File: src/rtl/uart_tx_arbiter.sv
// Round-robin, message-locked sharing of one uart_tx among NUM_REQ requesters; byte accepted in IDLE/HOLD,
// tx_valid_o from the next cycle until tx_done_i; requesters are backpressured by req_ready_o (one winner per cycle).
module uart_tx_arbiter #(
  parameter int NUM_REQ = 4
) (
  input  logic                   clk,
  input  logic                   rstn_i,
  input  logic [NUM_REQ-1:0]     req_valid_i,
  input  logic [NUM_REQ*8-1:0]   req_data_i,
  input  logic [NUM_REQ-1:0]     req_last_i,
  output logic [NUM_REQ-1:0]     req_ready_o,
  output logic [NUM_REQ-1:0]     grant_o,
  output logic                   busy_o,
  output logic [7:0]             tx_data_o,
  output logic                   tx_valid_o,
  input  logic                   tx_done_i,
  input  logic [31:0]            frame_to_i,
  input  logic [31:0]            gap_to_i,
  output logic [1:0]             err_o,
  input  logic                   err_clr_i
);
  localparam int IW = (NUM_REQ > 1) ? $clog2(NUM_REQ) : 1;

  typedef enum logic [1:0] {S_IDLE, S_SEND, S_HOLD} state_t;

  state_t          r_state, w_state_nxt;
  logic [IW-1:0]   r_ptr, r_owner;
  logic            r_last;
  logic [7:0]      r_tx_data;
  logic [31:0]     r_frame_cnt, r_gap_cnt;
  logic [1:0]      r_err;

  logic [IW-1:0]   w_win, w_cand, w_sel;
  logic            w_win_vld;
  int              w_idx;
  logic            w_accept, w_release, w_set_frame_err, w_set_gap_err;
  logic [NUM_REQ-1:0] w_ready;

  // First valid requester scanning upward from the rr pointer with wrap.
  always_comb begin
    w_win     = '0;
    w_win_vld = 1'b0;
    w_idx     = 0;
    w_cand    = '0;
    for (int i = 0; i < NUM_REQ; i++) begin
      w_idx = int'(r_ptr) + i;
      if (w_idx >= NUM_REQ) w_idx = w_idx - NUM_REQ;
      w_cand = IW'(w_idx);
      if (!w_win_vld && req_valid_i[w_cand]) begin
        w_win     = w_cand;
        w_win_vld = 1'b1;
      end
    end
  end

  always_comb begin
    w_state_nxt     = r_state;
    w_accept        = 1'b0;
    w_release       = 1'b0;
    w_set_frame_err = 1'b0;
    w_set_gap_err   = 1'b0;
    w_sel           = w_win;
    w_ready         = '0;
    case (r_state)
      S_IDLE: begin
        if (rstn_i && w_win_vld) begin
          w_accept       = 1'b1;
          w_ready[w_win] = 1'b1;
          w_state_nxt    = S_SEND;
        end
      end
      S_SEND: begin
        // A completed frame outranks a timeout landing on the same cycle.
        if (tx_done_i) begin
          if (r_last) begin
            w_release   = 1'b1;
            w_state_nxt = S_IDLE;
          end else begin
            w_state_nxt = S_HOLD;
          end
        end else if (frame_to_i != 32'd0 && r_frame_cnt == frame_to_i - 32'd1) begin
          w_set_frame_err = 1'b1;
          w_release       = 1'b1;
          w_state_nxt     = S_IDLE;
        end
      end
      S_HOLD: begin
        w_sel = r_owner;
        if (req_valid_i[r_owner]) begin
          w_accept         = 1'b1;
          w_ready[r_owner] = 1'b1;
          w_state_nxt      = S_SEND;
        end else if (gap_to_i != 32'd0 && r_gap_cnt == gap_to_i - 32'd1) begin
          w_set_gap_err = 1'b1;
          w_release     = 1'b1;
          w_state_nxt   = S_IDLE;
        end
      end
      default: w_state_nxt = S_IDLE;
    endcase
  end

  always_ff @(posedge clk) begin
    if (!rstn_i) r_state <= S_IDLE;
    else         r_state <= w_state_nxt;
  end

  always_ff @(posedge clk) begin
    if (!rstn_i) begin
      r_ptr       <= '0;
      r_owner     <= '0;
      r_last      <= 1'b0;
      r_tx_data   <= 8'h00;
      r_frame_cnt <= 32'd0;
      r_gap_cnt   <= 32'd0;
      r_err       <= 2'b00;
    end else begin
      if (w_accept) begin
        r_tx_data <= req_data_i[{w_sel, 3'b000} +: 8];
        r_last    <= req_last_i[w_sel];
        r_owner   <= w_sel;
      end
      if (w_release)
        r_ptr <= (r_owner == IW'(NUM_REQ - 1)) ? '0 : r_owner + 1'b1;
      if (w_state_nxt != r_state) begin
        r_frame_cnt <= 32'd0;
        r_gap_cnt   <= 32'd0;
      end else if (r_state == S_SEND) begin
        r_frame_cnt <= r_frame_cnt + 32'd1;
      end else if (r_state == S_HOLD) begin
        r_gap_cnt <= r_gap_cnt + 32'd1;
      end
      // Set wins over a simultaneous clear.
      r_err <= (err_clr_i ? 2'b00 : r_err) | {w_set_gap_err, w_set_frame_err};
    end
  end

  assign req_ready_o = w_ready;
  assign tx_valid_o  = (r_state == S_SEND);
  assign tx_data_o   = r_tx_data;
  assign busy_o      = (r_state != S_IDLE);
  assign grant_o     = busy_o ? (NUM_REQ'(1) << r_owner) : '0;
  assign err_o       = r_err;

endmodule
File: config.mk
export PLATFORM = sky130hd
export DESIGN_NAME = uart_tx_arbiter
export DESIGN_NICKNAME = d
export VERILOG_FILES = /design/src/rtl/uart_tx_arbiter.sv
export SDC_FILE = /design/constraint.sdc
export NUM_CORES = 1
export LEC_CHECK = 0
export CAP_MARGIN = 15
export CORE_AREA = 10 10 128 130
export CTS_BUF_LIST = sky130_fd_sc_hd__clkbuf_8
export CTS_CLUSTER_DIAMETER = 60
export DETAILED_ROUTE_END_ITERATION = 8
export DIE_AREA = 0 0 138 140
export GPL_TIMING_DRIVEN = 0
export PLACE_DENSITY_LB_ADDON = 0.05
export SKIP_CTS_REPAIR_TIMING = 1
export SYNTH_ARGS = -nofsm -noshare
export SYNTH_HDL_FRONTEND = slang
export SYNTH_SLANG_ARGS = --single-unit
File: constraint.sdc
create_clock -name clk -period 4.78 [get_ports clk]
set_clock_uncertainty 0.15 [all_clocks]
set_input_delay 0.956 -clock clk [delete_from_list [all_inputs] [get_ports clk]]
set_output_delay 0.956 -clock clk [all_outputs]
set_load 0.05 [all_outputs]
==> impl_summary.md <==
Route
The first detailed-routing pass ran for 5 iterations. The mean number of vias per cell is 5.76. The final route contains 6762 vias.

The detailed-routing wirelength on met1 is 9.41 mm. Dividing the detail-routed wire length by the instance count gives 16.8 µm. After detailed routing, no signal wire sits above met4.

The number of DRC violations after detailed-routing iteration 0 is 370. The total DRC errors in the routed layout is 0. Detailed routing placed a total of 1.30 mm of wire on met3. Once detail routing completed, the nets flagged for antenna violations numbered 0.

Summed over all nets, wire length on met2 after detailed routing comes to 8.87 mm. The total wirelength of the detailed-routed design is 19.7 mm.

Power and ir drop
The internal power component is 1180 µW. The worst-case IR drop observed on VDD is 0.162 mV. For this design the ratio of total power to cell area is 207 mW/mm².

The leakage dissipation is 0.00313 µW. The power spent charging and discharging nets is 605 µW. Registers are responsible for 39.3% of the overall power. Net switching is 33.9% of the power. Of the total power, combinational logic draws 29.9%. The share of total power dissipated in the clock network is 30.8%.

Global routing
Entering global routing, the biggest net connects 17 pins. The total congestion overflow after global routing is 0. The number of antenna violations at the first check in global routing is 0. The total global routing track utilization is 19.0%.

The via count of the first global-routing pass is 6477. The first-pass GRT wire length is 31.6 mm.

CTS
TritonCTS built the clock tree. Clock-pin slew was measured on the worst setup and hold paths at 90 ps. The H-tree generated during clock tree synthesis spans 3 levels. In this run the deepest clock path goes through 2 buffers. The clock sink count is 81.

The clock insertion delay at the later pin of the skew report is 380 ps. The tree is rooted in a sky130_fd_sc_hd__clkbuf_8. The number of CTS-inserted buffers is 9.

Min path
The worst hold path passes through 2 cells. In this run the most critical hold path is launched from r_ptr[0]$_SDFFE_PN0P_. The class of the worst hold path is flip-flop to flip-flop.

The path with the worst hold slack has its endpoint at r_ptr[0]$_SDFFE_PN0P_.

Logic synthesis
In this run, synthesis inferred 0 flip-flops with an integrated enable. The number of unique standard cell types used by synthesis is 73. The largest area contributor in the synthesized netlist is sky130_fd_sc_hd__dfxtp_1. Of all flip-flops after synthesis, the portion carrying an async set or reset was 0%. The sequential cell area fraction in the yosys report is 24.0%. Sorting the synthesized cells by area gives the leading types as sky130_fd_sc_hd__dfxtp_1 (24%), sky130_fd_sc_hd__xor2_1 (10%), sky130_fd_sc_hd__xnor2_1 (8.6%), sky130_fd_sc_hd__nor2_1 (5.4%), sky130_fd_sc_hd__nand2_1 (2.9%). The fraction of post-synthesis cell area in the top cell type by area is 24.0%. During synthesis, Yosys emitted a total of 0 warnings. Each instance of the synthesized netlist takes up on average 7.88 µm².

The number of instances in the synthesized netlist is 858. The mapped netlist covers 0.00676 mm². The number of nets handed over by synthesis was 979. The flip-flop cell with the highest count after synthesis is sky130_fd_sc_hd__dfxtp_1. After synthesis the netlist holds a flip-flop and latch count of 81.

Timing
In this run the tightest slew margin relative to its limit is 36.5%. At the pin with the least slew margin, the transition time is 944 ps. The worst slack on hold paths is 350 ps. Dividing the final minimum period by the clock period gives 97.8%. The final max-slew violation count is 0. Setup violations remaining at the end of the flow were counted as 0.

The hold violation count in the final report came to 0. The maximum operating frequency is 214 MHz. The post-route minimum period is 4680 ps.

Setup path
The highest net fanout along the worst path is 6. The worst register-to-register path has a setup slack of 960 ps. The number of cells on the worst reg-to-reg path is 11. The required time of the worst setup path is 4890 ps. The reg-to-reg critical path endpoint is tx_data_o[6]$_SDFFE_PN0P_. The kind of capture point of the worst setup path is a flip-flop. For the worst setup path, the data arrival time is 4790 ps.

The startpoint type of the worst setup path is an input port. The worst register-to-register path begins at r_state[0]$_SDFF_PN0_. The category of the most critical setup path is input port to flip-flop.

Cells and area
The area growth from synthesis to layout is 27.7%. The final design utilization is 62.6%. The number of diodes is 0. In the final layout, the share of cells above drive strength 1 is 9.76%. In the final layout, flip-flops and latches occupy 0.00162 mm².

The area of the multi-input gates is 0.00497 mm². The net count of the finished layout is 1110. The layout has 1295 filler cells. After the flow finishes, the layout carries non-filler instances totaling 1174.

Place
The number of port buffers is 118. Routability-driven placement finished with a final weighted congestion of 0.923. The post-DP HPWL is 15.7 mm. The total instance count after detailed placement is 1156.

Floorplanning
The die covers 0.0193 mm². The die is 140 µm tall. The area of the core region is 0.0138 mm². The initial cell density of the core is 49.1%. 128 I/O pins were placed. The die is 138 µm wide.

In this run the core area contains 43 standard-cell rows.

Outcome
The run finished with clean final reports.

Job
The number of maximum-capacitance violations is 0.
==> cell usage in the layout, fill, tap and decap left out, drive strengths merged, types with 5 or more instances in the layout <==
master / count
a211oi: 20
a21o: 5
a21oi: 24
a31oi: 8
and3: 22
and4: 6
buf: 17
clkbuf: 31
clkdlybuf4s50: 102
dfxtp: 81
dlymetal6s2s: 16
ha: 13
inv: 27
mux2i: 18
nand2: 53
nand3: 30
nand4: 25
nor2: 117
nor2b: 29
nor3: 30
nor3b: 6
nor4: 28
o21ai: 12
o22ai: 9
or3: 13
or4: 19
xnor2: 66
xor2: 80
==> metrics by stage <==
step	instance area [µm²]	worst slack [ps]	setup TNS, ps	total power, µW
finish	8630	105	0	1780
global route	8630	-7.44	-34.5	1880
CTS	8380	-550	-32880	1770
detailed placement	8170	-944	-60340	1220
global placement	8170	-876	-55660	1220
floorplan	6770	21.7	0	1020
==> registers in the layout, summed over array words and instances (netlist names) <==
signal,flops
tx_data_o,8
r_last,1
r_gap_cnt,32
r_frame_cnt,32
r_state,2
r_ptr,2
r_owner,2
err_o,2
==> worst max path at each step <==
| stage | startpoint | slack (ps) | endpoint | cells past startpoint |
|---|---|---|---|---|
| after floorplan | gap_to_i[4] | 20 | r_gap_cnt[14]$_SDFFE_PP0P_ | 13 |
| after CTS | gap_to_i[8] | -550 | r_frame_cnt[1]$_SDFFE_PP0P_ | 12 |
| after global placement | gap_to_i[8] | -880 | r_gap_cnt[26]$_SDFFE_PP0P_ | 12 |
| after global routing | gap_to_i[23] | -7 | r_frame_cnt[13]$_SDFFE_PP0P_ | 12 |
| after detailed placement | gap_to_i[8] | -940 | r_gap_cnt[26]$_SDFFE_PP0P_ | 12 |
| final | gap_to_i[13] | 100 | r_state[1]$_SDFF_PN0_ | 11 |
==> cell usage after synthesis (all sizes together), types with 18 or more instances <==
cell / n
mux2i: 18
nand4: 25
nor3: 30
and3: 22
nand3: 30
nand2: 53
nor2b: 29
xor2: 80
a21oi: 24
or4: 19
xnor2: 66
inv: 23
nor4: 28
clkbuf: 24
a211oi: 20
nor2: 117
dfxtp: 81
==> logic make-up after synthesis <==
family	count (synthesis)	synth area share, %
compound gates	134	14.6
xor+xnor	146	18.9
fa+ha+maj	13	2.41
buf+inv	60	4.52
flops	81	24.0
mux	21	3.33
simple gates	403	32.2
==> layer usage <==
layer,global-route usage (%),vias up
li1,-,3387
met1,25.2,3160
met2,30.5,203
met3,5.38,12
met4,2.83,0
met5,0,-
==> worst max-delay path, cell delays in order <==
cell	delay (ps)
sky130_fd_sc_hd__clkdlybuf4s50_1	480
sky130_fd_sc_hd__or3_4	440
sky130_fd_sc_hd__or4_1	500
sky130_fd_sc_hd__buf_2	180
sky130_fd_sc_hd__or4_2	560
sky130_fd_sc_hd__xnor2_1	150
sky130_fd_sc_hd__or4_4	470
sky130_fd_sc_hd__or2_2	290
sky130_fd_sc_hd__or4_4	500
sky130_fd_sc_hd__a21oi_1	180
sky130_fd_sc_hd__a21oi_1	90
==> power groups by stage <==
stage | clock (µW) | sequential (µW) | combinational [µW]
floorplan | 0 | 741 | 277
global placement | 0 | 718 | 499
detailed placement | 0 | 718 | 501
CTS | 561 | 702 | 503
global route | 594 | 705 | 577
finish | 549 | 702 | 534
==> area by class of cell <==
| cell class | instances | share of cell area, % |
|---|---|---|
| Timing Repair Buffer | 121 | 14.7 |
| Tap cell | 180 | 2.61 |
| Multi-Input combinational cell | 717 | 57.6 |
| Clock inverter | 7 | 0.972 |
| Sequential cell | 81 | 18.8 |
| Buffer | 36 | 2.81 |
| Inverter | 23 | 1.00 |
| Clock buffer | 9 | 1.44 |
(Power assumes the default switching activity.)
